File: config.mk
export PLATFORM = sky130hd
export DESIGN_NAME = rr_arbiter_8
export DESIGN_NICKNAME = d
export VERILOG_FILES = /design/src/rtl/arb_defs_pkg.sv /design/src/rtl/rr_prio_pick.sv /design/src/rtl/rr_arbiter_8.sv
export SDC_FILE = /design/constraint.sdc
export NUM_CORES = 1
export LEC_CHECK = 0
export ABC_AREA = 1
export ABC_CLOCK_PERIOD_IN_PS = 3100
export BUFFER_PORTS_ARGS = -buffer_cell sky130_fd_sc_hd__buf_2
export CAP_MARGIN = 20
export CORE_MARGIN = 4
export CORE_UTILIZATION = 45
export DETAILED_ROUTE_END_ITERATION = 12
export PLACE_DENSITY = 0.65
export SLEW_MARGIN = 20
export SYNTH_ARGS = -nofsm -noshare
export SYNTH_HDL_FRONTEND = slang
export SYNTH_SLANG_ARGS = --single-unit
export TNS_END_PERCENT = 20
File: constraint.sdc
create_clock -name clk -period 3.1 [get_ports clk]
set_input_delay 0.155 -clock clk [delete_from_list [all_inputs] [get_ports clk]]
set_output_delay 0.155 -clock clk [all_outputs]
set_load 0.01 [all_outputs]
File: src/rtl/arb_defs_pkg.sv
// Shared definitions for the 8-way round-robin arbiter: sizes and FSM encoding.
package arb_defs;
   localparam int N_REQ = 8;
   localparam int IDX_W = 3;

   typedef enum logic {
      ST_IDLE = 1'b0,
      ST_BUSY = 1'b1
   } state_t;
endpackage

File: src/rtl/rr_prio_pick.sv
// Combinational rotating priority search: first set request at or after ptr, wrapping mod N_REQ.
module rr_prio_pick
   import arb_defs::*;
(
   input  logic [N_REQ-1:0] req,
   input  logic [IDX_W-1:0] ptr,
   output logic             found,
   output logic [IDX_W-1:0] idx
);
   logic [IDX_W-1:0] j;

   // Scan farthest-first so the closest hit to ptr is the last one written.
   always_comb begin
      found = 1'b0;
      idx   = '0;
      j     = '0;
      for (int k = N_REQ - 1; k >= 0; k--) begin
         j = ptr + IDX_W'(k);
         if (req[j]) begin
            found = 1'b1;
            idx   = j;
         end
      end
   end
endmodule

File: src/rtl/rr_arbiter_8.sv
// Round-robin arbiter for 8 requesters with hold-while-requested ownership and MAX_HOLD preemption.
module rr_arbiter_8
   import arb_defs::*;
#(
   parameter int MAX_HOLD = 15,
   parameter int HOLD_W   = 4
) (
   input  logic             clk,
   input  logic             rst,
   input  logic [N_REQ-1:0] req,
   output logic [N_REQ-1:0] grant,
   output logic [IDX_W-1:0] grant_idx,
   output logic             grant_valid,
   output logic             preempt
);
   localparam logic [HOLD_W-1:0] HOLD_LAST = (MAX_HOLD == 0) ? '0 : HOLD_W'(MAX_HOLD - 1);
   localparam logic [HOLD_W-1:0] HOLD_MAX  = HOLD_W'(MAX_HOLD);

   state_t            state, state_nxt;
   logic [IDX_W-1:0]  ptr, ptr_nxt;
   logic [HOLD_W-1:0] hold_cnt, hold_nxt;
   logic [IDX_W-1:0]  idx_nxt;
   logic              valid_nxt, preempt_nxt;

   logic [N_REQ-1:0]  owner_mask, pick_req;
   logic [IDX_W-1:0]  rel_ptr, pick_ptr, pick_idx;
   logic              pick_found, owner_hold, hold_limit;

   assign owner_mask = N_REQ'(1) << grant_idx;
   assign rel_ptr    = grant_idx + IDX_W'(1);
   assign owner_hold = req[grant_idx];
   // >= so a requester arriving after the counter saturated still forces a handover.
   assign hold_limit = (MAX_HOLD != 0) && (hold_cnt >= HOLD_LAST);

   // While busy the only search ever needed starts past the owner with the owner excluded.
   assign pick_req = (state == ST_BUSY) ? (req & ~owner_mask) : req;
   assign pick_ptr = (state == ST_BUSY) ? rel_ptr : ptr;

   rr_prio_pick u_pick (
      .req   (pick_req),
      .ptr   (pick_ptr),
      .found (pick_found),
      .idx   (pick_idx)
   );

   always_comb begin
      state_nxt   = state;
      idx_nxt     = grant_idx;
      valid_nxt   = grant_valid;
      ptr_nxt     = ptr;
      hold_nxt    = hold_cnt;
      preempt_nxt = 1'b0;
      case (state)
         ST_IDLE: begin
            if (pick_found) begin
               idx_nxt   = pick_idx;
               valid_nxt = 1'b1;
               hold_nxt  = '0;
               state_nxt = ST_BUSY;
            end
         end
         ST_BUSY: begin
            if (owner_hold) begin
               if (hold_limit && pick_found) begin
                  preempt_nxt = 1'b1;
                  idx_nxt     = pick_idx;
                  ptr_nxt     = rel_ptr;
                  hold_nxt    = '0;
               end else if (hold_cnt != HOLD_MAX) begin
                  hold_nxt = hold_cnt + HOLD_W'(1);
               end
            end else begin
               ptr_nxt = rel_ptr;
               if (pick_found) begin
                  idx_nxt  = pick_idx;
                  hold_nxt = '0;
               end else begin
                  valid_nxt = 1'b0;
                  state_nxt = ST_IDLE;
               end
            end
         end
         default: state_nxt = ST_IDLE;
      endcase
   end

   always_ff @(posedge clk or posedge rst) begin
      if (rst) begin
         state       <= ST_IDLE;
         grant_idx   <= '0;
         grant_valid <= 1'b0;
         preempt     <= 1'b0;
         ptr         <= '0;
         hold_cnt    <= '0;
      end else begin
         state       <= state_nxt;
         grant_idx   <= idx_nxt;
         grant_valid <= valid_nxt;
         preempt     <= preempt_nxt;
         ptr         <= ptr_nxt;
         hold_cnt    <= hold_nxt;
      end
   end

   assign grant = grant_valid ? owner_mask : '0;
endmodule

==> flow_summary.json <==
{
  "hold_path.class": "input port to asynchronous set/reset pin",
  "core_area_mm2": 0.00336,
  "netlist_area_mm2": 0.00158,
  "hpwl_mm": 3.26,
  "synth_xor_area_frac": 0.0277,
  "r2r_slack_ps": 330,
  "crit_required_ps": 3270,
  "die-area_mm2": 0.00452,
  "arrival_ps": 2940,
  "synth-seq-cells": 13,
  "slowest_delay_ps": 450,
  "grt_usage": 0.192,
  "rows": 21,
  "clockRootBuffer": "clkbuf_4",
  "multi_input_area_mm2": 0.00110,
  "finalSetupViolations": 0,
  "wirelength_mm": 3.92,
  "htreeDepth": 1,
  "rsz0062_at_grt": "no",
  "via_count": 1642,
  "fmax_ghz": 0.361,
  "grt_pass1_vias": 1496,
  "synth.area.top_cells": "nand2_1, dfrtp_1, nand3_1",
  "muxShareOfSynthArea": 0,
  "synth_cells": 260,
  "synth_cell_types": 30,
  "synth_top_cell_by_area": "nand2_1",
  "cp-end-kind": "flip-flop",
  "fin_crit_ps": 2770,
  "critPathBufInv": 4,
  "synth_nets": 279,
  "clkTransAtPathRegs_ps": 80,
  "nets": 306,
  "routed_via_density": 4.95,
  "initial_core_util": 0.470,
  "cp_common_cell": "nand2_1",
  "numCtsBuffers": 3,
  "crit_fanout": 10,
  "die-height_um": 67.3,
  "post-route-util": 0.529,
  "synth_compound_area_frac": 0.103,
  "pre_cts_slack_ps": 178,
  "synth-simple-area-share": 0.487,
  "timing.final.crit_share": 0.894,
  "drv_slew": 0,
  "clkSinkCount": 13,
  "criticalPathCategory": "flip-flop to flip-flop",
  "outcome": "completed",
  "r2r_end": "grant_idx[0]",
  "netlist.area_leader.share": 0.245,
  "cap_viol_max_count": 0,
  "num_antenna_cells": 0,
  "setup_tns_ps": 0,
  "synth_top_family_by_area": "simple AND/OR/NAND/NOR gates",
  "route.detailed.drc": 0,
  "synth_most_common_cell": "nand2_1",
  "wl_per_cell_um": 11.8,
  "drive_gt1_frac": 0.192,
  "synth_top_flop_cell": "dfrtp_1",
  "cp.depth": 20,
  "critPathCapture": "grant_idx[0]",
  "async_flop_share": 1.00,
  "gr-total-overflow": 0,
  "syn-mean-instance-area_um2": 6.08,
  "clockBufferDepth": 2,
  "fin_ws_ps": 329,
  "grt_pass1_wl_mm": 6.63,
  "synth_common_cells": "nand2_1, nand3_1, inv_1",
  "io_buffers": 22,
  "synth_seq_area_share": 0.206,
  "drt_iter0_drc": 87,
  "finClkSkew_ps": 3.41,
  "drtAntennaViolNets": 0,
  "setup.worst_path.start": "grant_idx[1]",
  "hold_viol": 0,
  "cts_setup_buffers": 0,
  "cts_tree": "yes",
  "worstReg2RegStart": "grant_idx[1]",
  "r2r_cells": 20,
  "critPathLaunchType": "flip-flop",
  "critical_path.cell_chain": "inv_2, ha_1, inv_1, nand2_2, o21ai_4, inv_2, ha_2, inv_1, nand3_1, nand2_1, nand2_1, nand2_1, nor2_1, o21bai_1, nand2_1, nand2_1, nand2_1, nand2_1, nand3_1, nand2_1",
  "antenna_found_initial": 0,
  "syn_to_final_growth_pct": 12.7,
  "gp_congestion": 0.874,
  "yosys_warnings": 0,
  "grt_max_degree": 14,
  "worst_pin_slew_ps": 480,
  "synth_edf_count": 0,
  "die_x_um": 67.3,
  "io_pins": 23,
  "ff_latch_area_um2": 327,
  "slew_headroom": 0.680,
  "critical_path.slowest_cell": "dfrtp_2",
  "synth_fa_ha_area_frac": 0.0713,
  "path_delay_family": "simple AND/OR/NAND/NOR gates",
  "drt_first_pass_iters": 4,
  "worstSkewPairLatency_ps": 270,
  "fillCellCount": 371
}
-- worst register-to-register path, cell delays in order, from the launching register on --
cell      delay, ps
dfrtp_2         450
inv_2           110
ha_1            230
inv_1            80
nand2_2          60
o21ai_4         140
inv_2           120
ha_2            390
inv_1           100
nand3_1         120
nand2_1          80
nand2_1          80
nand2_1         110
nor2_1          170
o21bai_1         80
nand2_1          60
nand2_1          60
nand2_1          60
nand2_1          50
nand3_1          70
nand2_1          50
-- layer usage --
metal | vias to the layer above | routed length [um] | global-route usage | share of wire
met1 | 708 | 1840 | 0.240 | 0.47
li1 | 875 | - | - | -
met4 | 0 | 43 | 0.0633 | 0.011
met2 | 53 | 1740 | 0.313 | 0.44
met5 | - | 0 | 0 | 0
met3 | 6 | 302 | 0.0582 | 0.077
-- layout make-up --
| cell class | instances | area share |
|---|---|---|
| flip-flops and latches | 13 | 0.183 |
| repair buffers | 27 | 0.0843 |
| well taps | 46 | 0.0323 |
| clock buffers | 4 | 0.0148 |
| multi-input cells | 210 | 0.616 |
| inverters | 32 | 0.0689 |
-- cell usage in the layout (no fill, tap or decap) --
cell / Yosys / layout
dfrtp_1: 13 / 12
nor2_2: 1 / 1
buf_2: 2 / 22
o21bai_1: 1 / 1
dfrtp_2: 0 / 1
o21ai_1: 4 / 4
dlygate4sd3_1: 0 / 1
clkbuf_4: 0 / 3
nor4_4: 1 / 1
buf_4: 1 / 4
ha_1: 9 / 8
inv_1: 27 / 26
clkbuf_1: 0 / 1
o21ai_0: 3 / 3
o21ai_2: 1 / 1
a21oi_1: 9 / 9
a32o_1: 1 / 1
nand3_1: 40 / 40
nor3_4: 0 / 1
nor2_1: 15 / 15
xor2_1: 3 / 3
nand2_1: 103 / 103
inv_4: 1 / 1
and2_1: 1 / 1
inv_2: 4 / 5
a21boi_1: 1 / 1
nand3_2: 1 / 1
nand2_2: 7 / 7
nand2_4: 2 / 2
or2_2: 1 / 1
ha_2: 0 / 1
o21ai_4: 3 / 3
xnor2_1: 2 / 2
-- through the flow --
step                      hold WS, ps  instance area (um^2)  cells
final                             446                  1780    332
after global routing              492                  1780    332
after CTS                         455                  1770    332
after detailed placement          199                  1730    327
after global placement            200                  1730    327
after floorplan                  32.0                  1580    260
-- sequential cells by signal (all words and copies together) (netlist names) --
| signal | flops |
|---|---|
| ptr | 3 |
| grant_idx | 3 |
| hold_cnt | 4 |
| grant_valid | 1 |
| preempt | 1 |
| state | 1 |
-- kinds of logic after synthesis --
group           count (synthesis)
fa+ha+maj                       9
flops                          13
xor+xnor                        5
compound gates                 23
buf+inv                        37
simple gates                  173
-- how the worst min path moves through the flow --
stage	from	to
after floorplan	rst	grant_idx[0]
after CTS	rst	ptr[0]
after global routing	rst	ptr[0]
after detailed placement	rst	ptr[0]
final	rst	grant_valid
after global placement	rst	ptr[0]
-- timing repair --
item / 4_1_cts / 5_1_grt
endpoints found under the hold margin: 13 / 0
gates resized for setup: 0 / 4
endpoints found under the setup margin: 0 / 10
hold buffers: 1 / 0
Power is not shown: default switching activity piles up to over one toggle a cycle in this logic, so the estimate is an artifact.
